[src/rtl/axis_pkg.sv]
// Shared definitions for the AXI-Stream packet arbiter: tdest width, arbiter
// state encoding and the round-robin selection helper.
package axis_pkg;

  localparam int TDEST_WIDTH = 32;
  localparam int MAX_SRC     = 8;
  localparam int PTR_WIDTH   = 3;

  typedef enum logic {
    IDLE   = 1'b0,
    LOCKED = 1'b1
  } arb_state_t;

  // First asserted request scanning upward from ptr with wrap. Callers with
  // fewer than MAX_SRC sources zero-pad req, which gives the same result as
  // wrapping at their own source count.
  function automatic logic [PTR_WIDTH-1:0] rr_pick(
    input logic [MAX_SRC-1:0]   req,
    input logic [PTR_WIDTH-1:0] ptr
  );
    logic [PTR_WIDTH-1:0] idx;
    logic                 found;
    rr_pick = ptr;
    found   = 1'b0;
    for (int k = 0; k < MAX_SRC; k++) begin
      idx = ptr + PTR_WIDTH'(k);
      if (!found && req[idx]) begin
        rr_pick = idx;
        found   = 1'b1;
      end
    end
  endfunction

endpackage

[src/rtl/axis_skid_buffer.sv]
// Two-entry skid buffer: fully registered data path, and an input ready that
// comes straight from a flop so it never depends on out_ready.
module axis_skid_buffer #(
  parameter int WIDTH = 8
) (
  input  logic             clk,
  input  logic             reset,
  input  logic             in_valid,
  output logic             in_ready,
  input  logic [WIDTH-1:0] in_data,
  output logic             out_valid,
  input  logic             out_ready,
  output logic [WIDTH-1:0] out_data
);

  logic             out_valid_reg;
  logic [WIDTH-1:0] out_data_reg;
  logic             skid_valid_reg;
  logic [WIDTH-1:0] skid_data_reg;
  logic             in_fire;
  logic             out_open;

  assign in_fire  = in_valid && !skid_valid_reg;
  assign out_open = !out_valid_reg || out_ready;

  // The skid entry only fills when the output register is stalled, so
  // "skid empty" is exactly the condition for accepting another beat.
  always_ff @(posedge clk or posedge reset) begin
    if (reset) begin
      out_valid_reg  <= 1'b0;
      out_data_reg   <= '0;
      skid_valid_reg <= 1'b0;
      skid_data_reg  <= '0;
    end else begin
      if (out_open) begin
        if (skid_valid_reg) begin
          out_valid_reg  <= 1'b1;
          out_data_reg   <= skid_data_reg;
          skid_valid_reg <= 1'b0;
        end else if (in_fire) begin
          out_valid_reg <= 1'b1;
          out_data_reg  <= in_data;
        end else begin
          out_valid_reg <= 1'b0;
        end
      end else if (in_fire) begin
        skid_valid_reg <= 1'b1;
        skid_data_reg  <= in_data;
      end
    end
  end

  assign in_ready  = !skid_valid_reg;
  assign out_valid = out_valid_reg;
  assign out_data  = out_data_reg;

endmodule

[src/rtl/axis_packet_arbiter.sv]
// Packet-granular round-robin merge of NUM_SRC AXI-Stream sources; each output
// beat is tagged on m_tdest with the index of the source that supplied it.
module axis_packet_arbiter
  import axis_pkg::*;
#(
  parameter int NUM_SRC    = 2,
  parameter int DATA_WIDTH = 32,
  parameter int IDX_WIDTH  = 3
) (
  input  logic                          clk,
  input  logic                          reset,
  input  logic [NUM_SRC-1:0]            s_tvalid,
  output logic [NUM_SRC-1:0]            s_tready,
  input  logic [NUM_SRC-1:0]            s_tlast,
  input  logic [NUM_SRC*DATA_WIDTH-1:0] s_tdata,
  output logic                          m_tvalid,
  input  logic                          m_tready,
  output logic                          m_tlast,
  output logic [DATA_WIDTH-1:0]         m_tdata,
  output logic [TDEST_WIDTH-1:0]        m_tdest,
  output logic                          busy,
  output logic [IDX_WIDTH-1:0]          grant_idx
);

  localparam int SKID_WIDTH = DATA_WIDTH + 1 + IDX_WIDTH;

  arb_state_t           state_reg;
  logic [IDX_WIDTH-1:0] grant_idx_reg;
  logic [PTR_WIDTH-1:0] rr_ptr_reg;
  logic                 busy_reg;

  logic [NUM_SRC-1:0]    grant_sel;
  logic                  sel_valid;
  logic                  sel_last;
  logic [DATA_WIDTH-1:0] sel_data;
  logic                  skid_in_valid;
  logic                  skid_in_ready;
  logic [SKID_WIDTH-1:0] skid_in_data;
  logic                  skid_out_valid;
  logic [SKID_WIDTH-1:0] skid_out_data;
  logic                  beat_fire;
  logic                  pkt_done;
  logic [PTR_WIDTH-1:0]  pick_idx;
  logic [PTR_WIDTH-1:0]  grant_ptr;
  logic [PTR_WIDTH-1:0]  ptr_after;

  generate
    for (genvar gi = 0; gi < NUM_SRC; gi++) begin : g_sel
      assign grant_sel[gi] = (grant_idx_reg == IDX_WIDTH'(gi));
    end
  endgenerate

  always_comb begin
    sel_data = '0;
    for (int i = 0; i < NUM_SRC; i++) begin
      if (grant_sel[i]) begin
        sel_data = s_tdata[i*DATA_WIDTH +: DATA_WIDTH];
      end
    end
  end

  assign sel_valid     = |(s_tvalid & grant_sel);
  assign sel_last      = |(s_tlast & grant_sel);
  assign skid_in_valid = (state_reg == LOCKED) && sel_valid;
  assign skid_in_data  = {sel_data, sel_last, grant_idx_reg};
  assign beat_fire     = skid_in_valid && skid_in_ready;
  assign pkt_done      = beat_fire && sel_last;

  // Only the granted source ever sees ready, and only while locked.
  assign s_tready = (state_reg == LOCKED) ? (grant_sel & {NUM_SRC{skid_in_ready}})
                                          : '0;

  assign pick_idx  = rr_pick(MAX_SRC'(s_tvalid), rr_ptr_reg);
  assign grant_ptr = PTR_WIDTH'(grant_idx_reg);
  assign ptr_after = (grant_ptr == PTR_WIDTH'(NUM_SRC - 1)) ? '0
                                                            : grant_ptr + PTR_WIDTH'(1);

  always_ff @(posedge clk or posedge reset) begin
    if (reset) begin
      state_reg     <= IDLE;
      grant_idx_reg <= '0;
      rr_ptr_reg    <= '0;
      busy_reg      <= 1'b0;
    end else begin
      case (state_reg)
        IDLE: begin
          if (|s_tvalid) begin
            grant_idx_reg <= IDX_WIDTH'(pick_idx);
            state_reg     <= LOCKED;
            busy_reg      <= 1'b1;
          end
        end
        LOCKED: begin
          // Grant is released only by a tlast transfer; a source that drops
          // tvalid mid-packet keeps the arbiter waiting here.
          if (pkt_done) begin
            rr_ptr_reg <= ptr_after;
            state_reg  <= IDLE;
            busy_reg   <= 1'b0;
          end
        end
        default: begin
          state_reg <= IDLE;
          busy_reg  <= 1'b0;
        end
      endcase
    end
  end

  axis_skid_buffer #(
    .WIDTH(SKID_WIDTH)
  ) u_skid (
    .clk      (clk),
    .reset    (reset),
    .in_valid (skid_in_valid),
    .in_ready (skid_in_ready),
    .in_data  (skid_in_data),
    .out_valid(skid_out_valid),
    .out_ready(m_tready),
    .out_data (skid_out_data)
  );

  assign m_tvalid  = skid_out_valid;
  assign m_tdata   = skid_out_data[SKID_WIDTH-1 -: DATA_WIDTH];
  assign m_tlast   = skid_out_data[IDX_WIDTH];
  assign m_tdest   = TDEST_WIDTH'(skid_out_data[IDX_WIDTH-1:0]);
  assign busy      = busy_reg;
  assign grant_idx = grant_idx_reg;

endmodule

[config.mk]
export PLATFORM = sky130hd
export DESIGN_NAME = axis_packet_arbiter
export DESIGN_NICKNAME = d
export VERILOG_FILES = /design/src/rtl/axis_pkg.sv /design/src/rtl/axis_skid_buffer.sv /design/src/rtl/axis_packet_arbiter.sv
export SDC_FILE = /design/constraint.sdc
export NUM_CORES = 1
export LEC_CHECK = 0
export BUFFER_PORTS_ARGS = -buffer_cell sky130_fd_sc_hd__buf_2
export CORE_UTILIZATION = 51
export DETAILED_ROUTE_END_ITERATION = 10
export PLACE_DENSITY = 0.81
export RECOVER_POWER = 50
export SETUP_SLACK_MARGIN = 0.5
export SLEW_MARGIN = 15
export SYNTH_ARGS = -nofsm -noshare
export SYNTH_HDL_FRONTEND = slang
export SYNTH_SLANG_ARGS = --single-unit
[constraint.sdc]
create_clock -name clk -period 2.7 [get_ports clk]
set_clock_uncertainty 0.1 [all_clocks]
set_input_delay 0.27 -clock clk [delete_from_list [all_inputs] [get_ports clk]]
set_output_delay 0.27 -clock clk [all_outputs]
set_load 0.1 [all_outputs]
==> qor.csv, run 1 <==
stage,metric,value,unit
run_status,run_status,finished with violations,
run_status,violated_checks,"max-capacitance violations, max-slew violations",
yosys,synth_seq_cells,82,
critical_path,critPathLaunch,grant_idx[2],
yosys,top_cell_type_s_share_of_synthesized_area,0.483,
floorplan,placementRows,32,
critical_path,cp.arrival,1800,ps
timing,timing.setup.tns,0,ps
detailed_routing,drt_iter0_markers,221,
timing,worst_max_slew_margin_expressed_relative_to_the_limit,-0.00764,
timing,tightest_slew,1500,ps
clock_network,root_buffer,sky130_fd_sc_hd__clkbuf_8,
placed_design,detailed_place_hpwl,6420,um
floorplan,fp.dieW,93.3,um
yosys,synth-seq-area-share,0.483,
detailed_routing,final_antenna_net_count,0,
layout,design.final.nets,602,
floorplan,io_pins,143,
floorplan,coreArea,0.00789,mm2
floorplan,floorplan.initialDensity,0.538,
yosys,post_synth_main_area_contributors,"sky130_fd_sc_hd__dfrtp_1 48%, sky130_fd_sc_hd__mux2i_1 8.2%, sky130_fd_sc_hd__o31ai_1 5.7%",
hold_path,min_from,s_tvalid[0],
timing,rsz_0062_raised_after_global_routing,true,
clock_network,cts_tree,yes,
floorplan,fp.dieArea,0.00870,mm2
clock_network,clock_latency,340,ps
yosys,yosys.cell_types.count,34,
critical_path,endpoint_kind,primary output,
critical_path,crit_path_start_kind,flip-flop,
layout,drive_gt1_frac,0.240,
clock_network,cts-root-to-sink-buffers,2,
critical_path,critical_path.reg2reg.startpoint,grant_idx[2],
timing,fmaxAchievable,460,MHz
detailed_routing,routed_wirelength,10300,um
detailed_routing,detail_routed_via_count_per_cell,5.85,
timing,finalWorstPathRequiredPeriod,2170,ps
global_route,antenna_violations_before_repair,0,
timing,slew_viol_final,29,
global_route,grt-ovfl-total,0,
detailed_routing,drt_drc_violations_left,0,
global_route,grt_max_degree,71,
yosys,synth.cell_area,0.00425,mm2
flow_run,max-cap-violations,1,
global_route,wire_length_of_the_first_global_routing_pass,16100,um
detailed_routing,via_count,3718,
placed_design,io_buffers,113,
global_route,track_usage,0.236,
hold_path,worstHoldPathType,in2reg,
yosys,yosys_warnings,0,
clock_network,cts.htree.levels,3,
layout,antenna-diode-count,0,
detailed_routing,wire_per_inst,16.1,um
clock_network,number_of_buffers_added_by_the_clock_tree_synthesis_step,9,
timing,setup_viol_count_final,0,
layout,layout-area-overhead-vs-synth,17.9,%
yosys,synth_area_leader_cell,sky130_fd_sc_hd__dfrtp_1,
yosys,synthesized_instance_count,437,
global_route,first_global_vias,3405,
clock_network,clk_pin_slew,80,ps
detailed_routing,first_drt_pass_iteration_count,4,
floorplan,die_height,93.3,um
clock_network,cts_sinks,82,
critical_path,criticalPathCategory,reg2out,
clock_network,cts_post_setup_buffers_inserted,0,
timing,count_of_final_hold_check_violations,0,
placed_design,final_gp_congestion,0.788,
yosys,postSynthAreaPerCell,9.72,um2
timing,period_share,0.805,
critical_path,worst_ep_required_time,2330,ps
critical_path,timing.critical_path.fanout_max,33,
## cell usage after synthesis, drive strengths merged
| cell type | count |
|---|---|
| dfrtp | 82 |
| buf | 42 |
| nand2 | 42 |
| o21ai | 39 |
| a21oi | 35 |
| mux2i | 35 |
| o31ai | 32 |
| o22ai | 31 |
| o211ai | 29 |
| clkbuf | 28 |
| and2 | 6 |
| inv | 6 |
| nor2b | 4 |
| mux2 | 3 |
| nor2 | 3 |
| a32o | 2 |
| ha | 2 |
| nand2b | 2 |
| nand3 | 2 |
| or3 | 2 |
| a21o | 1 |
| a31oi | 1 |
| and3 | 1 |
| and4 | 1 |
| conb | 1 |
| nand3b | 1 |
| nor4 | 1 |
| o221ai | 1 |
| or2 | 1 |
| xnor2 | 1 |
## logic make-up after synthesis
kind of cell,Yosys count,synth area share
and+or+nand+nor,66,0.0710
buffers and inverters,76,0.0958
AOI/OAI and AO/OA,171,0.251
muxes,38,0.0905
xor gates and xnor gates,1,0.00206
other,1,0.000883
DFF,82,0.483
adders and majority gates,2,0.00589
## layout by cell type (no fill, tap or decap), types with 2 or more instances in the layout
cell type	synthesis	final
sky130_fd_sc_hd__o211ai_1	29	29
sky130_fd_sc_hd__buf_12	0	2
sky130_fd_sc_hd__o31ai_1	32	32
sky130_fd_sc_hd__buf_4	29	4
sky130_fd_sc_hd__and2_1	6	4
sky130_fd_sc_hd__conb_1	1	29
sky130_fd_sc_hd__ha_1	2	2
sky130_fd_sc_hd__clkbuf_1	28	23
sky130_fd_sc_hd__and2_0	0	2
sky130_fd_sc_hd__inv_1	5	4
sky130_fd_sc_hd__buf_2	10	91
sky130_fd_sc_hd__nand3_1	2	2
sky130_fd_sc_hd__o22ai_1	31	31
sky130_fd_sc_hd__clkbuf_8	0	12
sky130_fd_sc_hd__o21ai_0	39	39
sky130_fd_sc_hd__mux2i_1	35	35
sky130_fd_sc_hd__nor2_1	3	3
sky130_fd_sc_hd__nand2_1	42	42
sky130_fd_sc_hd__dfrtp_1	82	78
sky130_fd_sc_hd__mux2_1	2	2
sky130_fd_sc_hd__a32o_1	2	2
sky130_fd_sc_hd__dfrtp_2	0	4
sky130_fd_sc_hd__a21oi_1	35	35
sky130_fd_sc_hd__nor2b_1	4	4
## what timing repair did
| item | CTS | global route |
|---|---|---|
| hold buffers | 0 | 1 |
| gates resized for setup | 4 | 3 |
| setup endpoints to repair | 9 | 11 |
| gates cloned | 0 | 1 |
| hold endpoints to repair | 0 | 19 |
| pin swaps | 1 | 0 |
## worst max-delay path, cell delays in order (launching register included)
cell	delay (ps)
sky130_fd_sc_hd__dfrtp_2	450
sky130_fd_sc_hd__or2_4	410
sky130_fd_sc_hd__nor4_4	260
sky130_fd_sc_hd__buf_4	330
## final timing paths
check / cells past startpoint / end / slack, ps
setup reg to reg: 6 / u_skid.out_data[29] / 600
hold / removal: 2 / grant_idx[0] / 50
min in group asynchronous: 3 / u_skid.out_data[34] / 720
setup / recovery: 3 / s_tready[0] / 530
hold reg to reg: 2 / u_skid.skid_data_reg[22] / 380
max in group asynchronous: 3 / grant_idx[1] / 990
## metal layers
metal,global-route usage,vias to the layer above,routed length [um]
met5,0,-,0
met4,0.0859,0,176
met3,0.0415,14,542
met2,0.388,150,5210
met1,0.312,1821,4320
li1,-,1733,-
## cell type report
class / instances / area (um2)
fillers: 653 / 2880
multi-input cells: 308 / 1930
inverters: 6 / 23.8
well taps: 102 / 128
repair buffers: 122 / 671
clock buffers: 14 / 163
flip-flops and latches: 82 / 2060
clock inverters: 2 / 35.0
## through the flow
stage,hold WS [ps],instances,area (um2),utilization,worst slack [ps]
2_1_floorplan,268,465,4390,-,42.4
4_1_cts,37.1,633,4980,0.632,447
3_5_place_dp,365,617,4770,0.605,484
3_3_place_gp,359,617,4770,0.605,551
5_1_grt,46.1,636,5010,0.635,441
6_report,54.4,636,5010,0.635,525
Power of run 1 is left out: the tool's default activity adds up to more than one toggle a clock period on the data nets, which glitch-free logic cannot reach.
==> run 2, diff against run 1 <==
Settings changed: CORE_UTILIZATION 51 to 46, PLACE_DENSITY 0.81 to 0.77.
Clock period 2.7 ns to 1.77 ns, I/O delays scaled along.
==> run 2 against run 1 <==
Net effect: the flow finishes with violations (design-rule violations, negative setup slack); non-clock buffer count grew 83; critical endpoint is now u_skid.skid_data_reg[6]; final cell count increased by 14%; die area up 11%; first-iteration DRC count increased by 65%; critical path type is now reg2reg; utilization up 18 points; routed wire length rose by 55%; final area increased by 44%; via count grew 20%; register-to-register slack worse by 810 ps; worst setup slack got worse by 730 ps.
==> qor.csv, run 2 (synthesis gave the netlist of run 1 again) <==
stage,metric,value,unit,change
hold_path,min_from,s_tvalid[1],,
floorplan,floorplan.initialDensity,0.480,,-0.0585
placed_design,postPlaceCellArea,0.00514,mm2,+7.8%
clock_network,cts-root-to-sink-buffers,2,,unchanged
layout,final_common_cell,sky130_fd_sc_hd__dfrtp_1,,
hold_path,worstHoldPathType,in2reg,,
layout,most_frequent_cells_in_the_layout,"73 x sky130_fd_sc_hd__dfrtp_1, 69 x sky130_fd_sc_hd__buf_2, 56 x sky130_fd_sc_hd__buf_4",,
placed_design,detailed_place_hpwl,6920,um,+7.7%
floorplan,die_height,98.1,um,+5.2%
clock_network,clk_pin_slew,90,ps,about the same
layout,post_layout_nonfiller_instances,725,,+14%
layout,design.final.nets,685,,+14%
clock_network,root_buffer,sky130_fd_sc_hd__clkbuf_8,,
critical_path,critical_path.slowest_cell,sky130_fd_sc_hd__dfrtp_4,,
timing,worst_max_slew_margin_expressed_relative_to_the_limit,0.308,,+0.315
timing,period_share,1.12,,
power,peakVddDrop,1.27,mV,
timing,tightest_slew,1040,ps,-465 ps
run_status,violated_checks,"design-rule violations, negative setup slack",,
timing,timing.setup.tns,-8420,ps,-8420 ps
timing,setup_viol_count_final,74,,+74
detailed_routing,routed_wirelength,15900,um,+55%
timing,post-route-worst-setup-slack,-206,ps,-732 ps
hold_path,hold_path_depth,3,,+1
global_route,first_global_vias,3851,,+13%
placed_design,placed_cells,651,,+5.5%
floorplan,placementRows,34,,+6.3%
placed_design,final_gp_congestion,0.770,,-2.3%
global_route,grt-ovfl-total,0,,unchanged
timing,fmaxAchievable,506,MHz,
critical_path,timing.reg2reg.worst_path_depth,5,,-1
global_route,track_usage,0.252,,+0.0167
clock_network,number_of_buffers_added_by_the_clock_tree_synthesis_step,9,,unchanged
critical_path,critPathLaunch,grant_idx[0],,
clock_network,clock_latency,360,ps,+20 ps
critical_path,criticalPathCategory,reg2reg,,
detailed_routing,first_drt_pass_iteration_count,11,,+7
floorplan,io_pins,143,,unchanged
critical_path,endpoint_kind,flip-flop,,
detailed_routing,wire_per_inst,21.9,um,+36%
floorplan,fp.dieArea,0.00962,mm2,+11%
timing,whs,86.1,ps,+31.7 ps
placed_design,io_buffers,113,,unchanged
layout,fin_area,0.00720,mm2,+44%
critical_path,crit_path_start_kind,flip-flop,,
timing,count_of_final_hold_check_violations,0,,unchanged
detailed_routing,via_count,4471,,+20%
clock_network,cts.htree.levels,3,,unchanged
detailed_routing,detail_routed_via_count_per_cell,6.17,,+5.5%
power,cellPowerDensity,2270,mW/mm2,
global_route,antenna_violations_before_repair,0,,unchanged
power,power.static_leakage,3.28,nW,
run_status,run_status,finished with violations,,
detailed_routing,drt_drc_violations_left,15,,+15
floorplan,fp.dieW,98.1,um,+5.2%
detailed_routing,final_antenna_net_count,0,,unchanged
layout,drive_gt1_frac,0.506,,+0.266
layout,antenna-diode-count,0,,unchanged
timing,rsz_0062_raised_after_global_routing,true,,
global_route,wire_length_of_the_first_global_routing_pass,19200,um,+20%
clock_network,cts_tree,yes,,
critical_path,cp.arrival,2130,ps,+330 ps
timing,finalWorstPathRequiredPeriod,1980,ps,
critical_path,crit_chain,mux2_4 > nand3_4 > or3_4 > clkbuf_16 > o31ai_2,,
global_route,grt_max_degree,83,,+17%
critical_path,crit_path_max_incr_delay,510,ps,+60 ps
layout,layout-area-overhead-vs-synth,69.6,%,
critical_path,timing.critical_path.fanout_max,7,,-79%
placed_design,dp_slack,-199,ps,-683 ps
detailed_routing,drt_iter0_markers,365,,+65%
timing,slew_viol_final,0,,-100%
clock_network,cts_sinks,82,,unchanged
flow_run,max-cap-violations,0,,-1
critical_path,critical_path.reg2reg.startpoint,grant_idx[0],,
floorplan,coreArea,0.00885,mm2,+12%
critical_path,worst_ep_required_time,1930,ps,-400 ps
## run 2: cell types whose count changed in the layout (fill, tap and decap cells not counted), sizes merged, moves of 2 or more
| cell | before | now |
|---|---|---|
| clkinv | 1 | 3 |
| buf | 99 | 191 |
| clkinvlp | 1 | 4 |
| clkbuf | 36 | 20 |
## run 2: report_power, final
| group | total, mW | switching, mW | internal, mW | leakage (nW) |
|---|---|---|---|---|
| Sequential | 3.66 | 0.919 | 2.74 | 0.991 |
| Combinational | 11.4 | 6.81 | 4.61 | 2.21 |
| Clock | 1.28 | 0.766 | 0.517 | 0.0818 |
| Total | 16.4 | 8.49 | 7.86 | 3.28 |
## run 2: metal layers
layer  GRT usage  wire length (um)
met1       0.322              5890
met2       0.447              8150
met3      0.0279              1230
met4      0.0828               600
met5           0                 0
## run 2: worst paths after layout
check                                      endpoint  slack (ps)
hold / removal                                 busy          90
max in group asynchronous              grant_idx[1]         180
min in group asynchronous  u_skid.skid_data_reg[34]         610
hold reg to reg            u_skid.skid_data_reg[30]         390
setup reg to reg            u_skid.skid_data_reg[6]        -210
setup / recovery            u_skid.skid_data_reg[6]        -210
## run 2: metrics by stage
step	power, mW	utilization
finish	16.4	0.814
floorplan	9.54	-
global placement	10.9	0.581
CTS	14.1	0.699
detailed placement	11.1	0.581
global route	16.9	0.814
## run 2: area by class of cell
type	count	area (um2)
multi-input combinational	308	2460
timing repair buffer	205	2330
sequential	82	2070
fill	457	1650
tap	108	135
clock buffer	9	124
clock inverter	7	53.8
inverter	6	26.3
## run 2: what timing repair did
action | 4_1_cts | 5_1_grt
cloned | 4 | 14
endpoints found under the hold margin | 83 | 0
resized for setup | 160 | 133
pin swaps | 12 | 33
endpoints found under the setup margin | 123 | 120
hold buffers | 2 | 0
buffers inserted | 13 | 25
## run 2: critical path: cells and delay by family, from the launching register on
family,cells,cell delay [ps]
buffers and inverters,1,200
DFF,1,510
AOI/OAI and AO/OA,1,240
muxes,1,230
and+or+nand+nor,2,590
Power figures use the tool's default switching activity.
==> run 3, diff against run 2 <==
Settings changed: PLACE_DENSITY 0.77 to 0.84, SYNTH_HIERARCHICAL set to 1.
==> run 3 against run 2 <==
Net effect: the flow finishes with violations (negative setup slack); largest cell class unchanged; final area down 12%; synthesized cell count down 28%; flip-flop and latch count unchanged; critical path depth up 2; clock-buffer cell count up 2; global-route usage down 5.0 points; fmax down 7.0%; final cell count down 18%; routed wire length down 31%; area after synthesis up 4.2%; first-iteration DRC count down 79%; register-to-register slack worse by 150 ps; critical path type unchanged.
==> qor.csv, run 3 <==
stage,metric,value,unit,change
critical_path,crit_chain,mux2i_2 > nor3_2 > and2_4 > nor3b_4 > buf_6 > buf_16 > mux2_1,,
floorplan,die_height,100,um,+2.1%
yosys,synthesized_instance_count,313,,-28%
floorplan,coreArea,0.00928,mm2,+4.9%
placed_design,detailed_place_hpwl,6190,um,-11%
yosys,post_synth_main_area_contributors,"sky130_fd_sc_hd__dfrtp_1 46%, sky130_fd_sc_hd__mux2_4 16%, sky130_fd_sc_hd__mux2_1 8.1%",,
yosys,top_cell_type_s_share_of_synthesized_area,0.464,,-0.0197
critical_path,critical_path.slowest_cell,sky130_fd_sc_hd__dfrtp_4,,
timing,period_share,1.20,,+0.0835
critical_path,timing.reg2reg.worst_path_depth,7,,+2
global_route,antenna_violations_before_repair,0,,unchanged
yosys,post_synth_edffs,0,,unchanged
placed_design,final_gp_congestion,0.809,,+5.1%
yosys,async_reset_ff_frac,1.00,,unchanged
hold_path,worstHoldPathType,in2reg,,
detailed_routing,first_drt_pass_iteration_count,4,,-7
global_route,grt-ovfl-total,0,,unchanged
placed_design,io_buffers,113,,unchanged
layout,register_area,0.00207,mm2,-0.30%
clock_network,cts_sinks,82,,unchanged
clock_network,clk_pin_slew,80,ps,about the same
timing,post-route-worst-setup-slack,-354,ps,-148 ps
layout,fill_cells,674,,+47%
yosys,synth-seq-area-share,0.464,,-0.0197
critical_path,reg2reg_slack,-350,ps,-150 ps
yosys,yosys.cell_types.count,34,,unchanged
clock_network,cts.htree.levels,3,,unchanged
detailed_routing,wire_per_inst,18.3,um,-16%
global_route,first_global_vias,2991,,-22%
critical_path,critical_path.reg2reg.startpoint,grant_idx[0],,
layout,final_common_cell,sky130_fd_sc_hd__mux2_4,,
floorplan,placementRows,35,,+2.9%
yosys,yosys_warnings,6,,+6
critical_path,worst_r2r_endpoint,u_skid/skid_data_reg[31],,
detailed_routing,drt_iter0_markers,75,,-79%
detailed_routing,final_antenna_net_count,0,,unchanged
critical_path,critPathLaunch,grant_idx[0],,
global_route,grt_max_degree,75,,-9.6%
critical_path,worst_ep_required_time,1890,ps,-40 ps
yosys,synthTopCellsByCount,"82 x sky130_fd_sc_hd__dfrtp_1, 48 x sky130_fd_sc_hd__mux2_4, 32 x sky130_fd_sc_hd__a22o_1, 32 x sky130_fd_sc_hd__mux2_1, 31 x sky130_fd_sc_hd__buf_4",,
critical_path,criticalPathCategory,reg2reg,,
critical_path,endpoint,u_skid/skid_data_reg[31],,
timing,count_of_final_hold_check_violations,0,,unchanged
yosys,synth_seq_cells,82,,unchanged
timing,tightest_slew,993,ps,-45.8 ps
layout,antenna-diode-count,0,,unchanged
layout,drive_gt1_frac,0.637,,+0.132
critical_path,crit_path_max_incr_delay,510,ps,about the same
floorplan,io_pins,143,,unchanged
layout,layout-area-overhead-vs-synth,42.8,%,
layout,multi_input_area,0.00230,mm2,-6.3%
timing,worst_max_slew_margin_expressed_relative_to_the_limit,0.338,,+0.0306
timing,finalWorstPathRequiredPeriod,2120,ps,+148 ps
critical_path,timing.critical_path.fanout_max,9,,+2
detailed_routing,detail_routed_via_count_per_cell,5.03,,-18%
clock_network,root_buffer,sky130_fd_sc_hd__clkbuf_8,,
clock_network,clock_latency,340,ps,-20 ps
global_route,track_usage,0.202,,-0.0501
run_status,violated_checks,negative setup slack,,
layout,most_frequent_cells_in_the_layout,"84 x sky130_fd_sc_hd__mux2_4, 76 x sky130_fd_sc_hd__dfrtp_1, 69 x sky130_fd_sc_hd__buf_2",,
yosys,synth_flop_cell,sky130_fd_sc_hd__dfrtp_1,,
critical_path,endpoint_kind,flip-flop,,
run_status,run_status,finished with violations,,
timing,slew_viol_final,0,,unchanged
critical_path,crit_path_start_kind,flip-flop,,
timing,rsz_0062_raised_after_global_routing,true,,
floorplan,fp.dieArea,0.0100,mm2,+4.2%
floorplan,floorplan.initialDensity,0.477,,-0.00310
clock_network,cts-root-to-sink-buffers,2,,unchanged
floorplan,fp.dieW,100,um,+2.1%
critical_path,cp.arrival,2240,ps,+110 ps
detailed_routing,drt_drc_violations_left,0,,-15
yosys,synth_area_leader_cell,sky130_fd_sc_hd__dfrtp_1,,
flow_run,max-cap-violations,0,,unchanged
detailed_routing,via_count,2991,,-33%
yosys,most_used_standard_cell_by_instance_count_after_synthesis,sky130_fd_sc_hd__dfrtp_1,,
detailed_routing,routed_wirelength,10900,um,-31%
clock_network,number_of_buffers_added_by_the_clock_tree_synthesis_step,9,,unchanged
global_route,wire_length_of_the_first_global_routing_pass,15400,um,-20%
layout,design.final.nets,534,,-22%
timing,timing.setup.tns,-24050,ps,"-15,630 ps"
yosys,postSynthAreaPerCell,14.1,um2,+46%
clock_network,cts_tree,yes,,
timing,setup_viol_count_final,79,,+6.8%
timing,fmaxAchievable,471,MHz,-7.0%
yosys,synth.cell_area,0.00443,mm2,+4.2%
run 3: cell count changes after synthesis, sizes merged, moves of 29 or more:
cell,delta
mux2,+105
o22ai,-30
nand2,-41
o211ai,-29
o21ai,-38
mux2i,-32
a22o,+32
a21oi,-35
o31ai,-32
run 3: cell type report:
type | instances | area share
timing repair buffer | 156 | 0.245
tap | 129 | 0.0255
clock buffer | 11 | 0.0224
inverter | 6 | 0.00416
multi-input combinational | 206 | 0.364
clock inverter | 5 | 0.0123
sequential | 82 | 0.327
run 3: how the worst min path moves through the flow:
stage | depth (start not counted) | end | from | slack (ps)
6_report | 3 | u_skid/skid_valid_reg | m_tready | 60
3_5_place_dp | 2 | busy | reset | 90
2_1_floorplan | 1 | busy | reset | -110
5_1_grt | 3 | u_skid/skid_valid_reg | m_tready | 40
4_1_cts | 3 | u_skid/skid_valid_reg | m_tready | 30
3_3_place_gp | 2 | busy | reset | 60
run 3: kinds of logic after synthesis:
kind of cell | after synthesis | synth area share
AO/OA/AOI/OAI | 38 | 0.0732
buffers and inverters | 53 | 0.0919
XOR/XNOR | 1 | 0.00198
multiplexers | 111 | 0.322
adder cells (fa/ha/maj) | 2 | 0.00565
other | 1 | 0.000847
flip-flops | 82 | 0.464
AND/OR/NAND/NOR | 25 | 0.0407
run 3: repair_timing:
| item | CTS | global route |
|---|---|---|
| endpoints found under the setup margin | 123 | 106 |
| gates cloned | 3 | 2 |
| pin swaps | 7 | 3 |
| hold endpoints to repair | 82 | 0 |
| hold buffers | 1 | 0 |
| setup buffers | 15 | 5 |
| resized for setup | 126 | 52 |
run 3: routing by layer:
metal	GRT usage	share of wire
met1	0.247	0.42
met4	0.0858	0.020
met3	0.0223	0.032
met5	0	0
met2	0.363	0.53
run 3: per-stage QoR:
| step | setup WS [ps] | cell area [um2] | cells | hold WS (ps) | utilization |
|---|---|---|---|---|---|
| after floorplan | -363 | 4610 | 341 | -107 | - |
| after global placement | -232 | 5230 | 553 | 60.3 | 0.563 |
| after detailed placement | -320 | 5230 | 553 | 87.8 | 0.563 |
| after CTS | -340 | 6060 | 588 | 31.9 | 0.653 |
| after global routing | -401 | 6320 | 595 | 43.4 | 0.681 |
| final | -354 | 6320 | 595 | 58.6 | 0.681 |
run 3: critical path, delay by kind of cell (launching register included):
family	cells	cell delay, ps
simple gates	3	530
buf+inv	2	350
mux	2	510
flops	1	510
Power of run 3 is left out for the same reason.
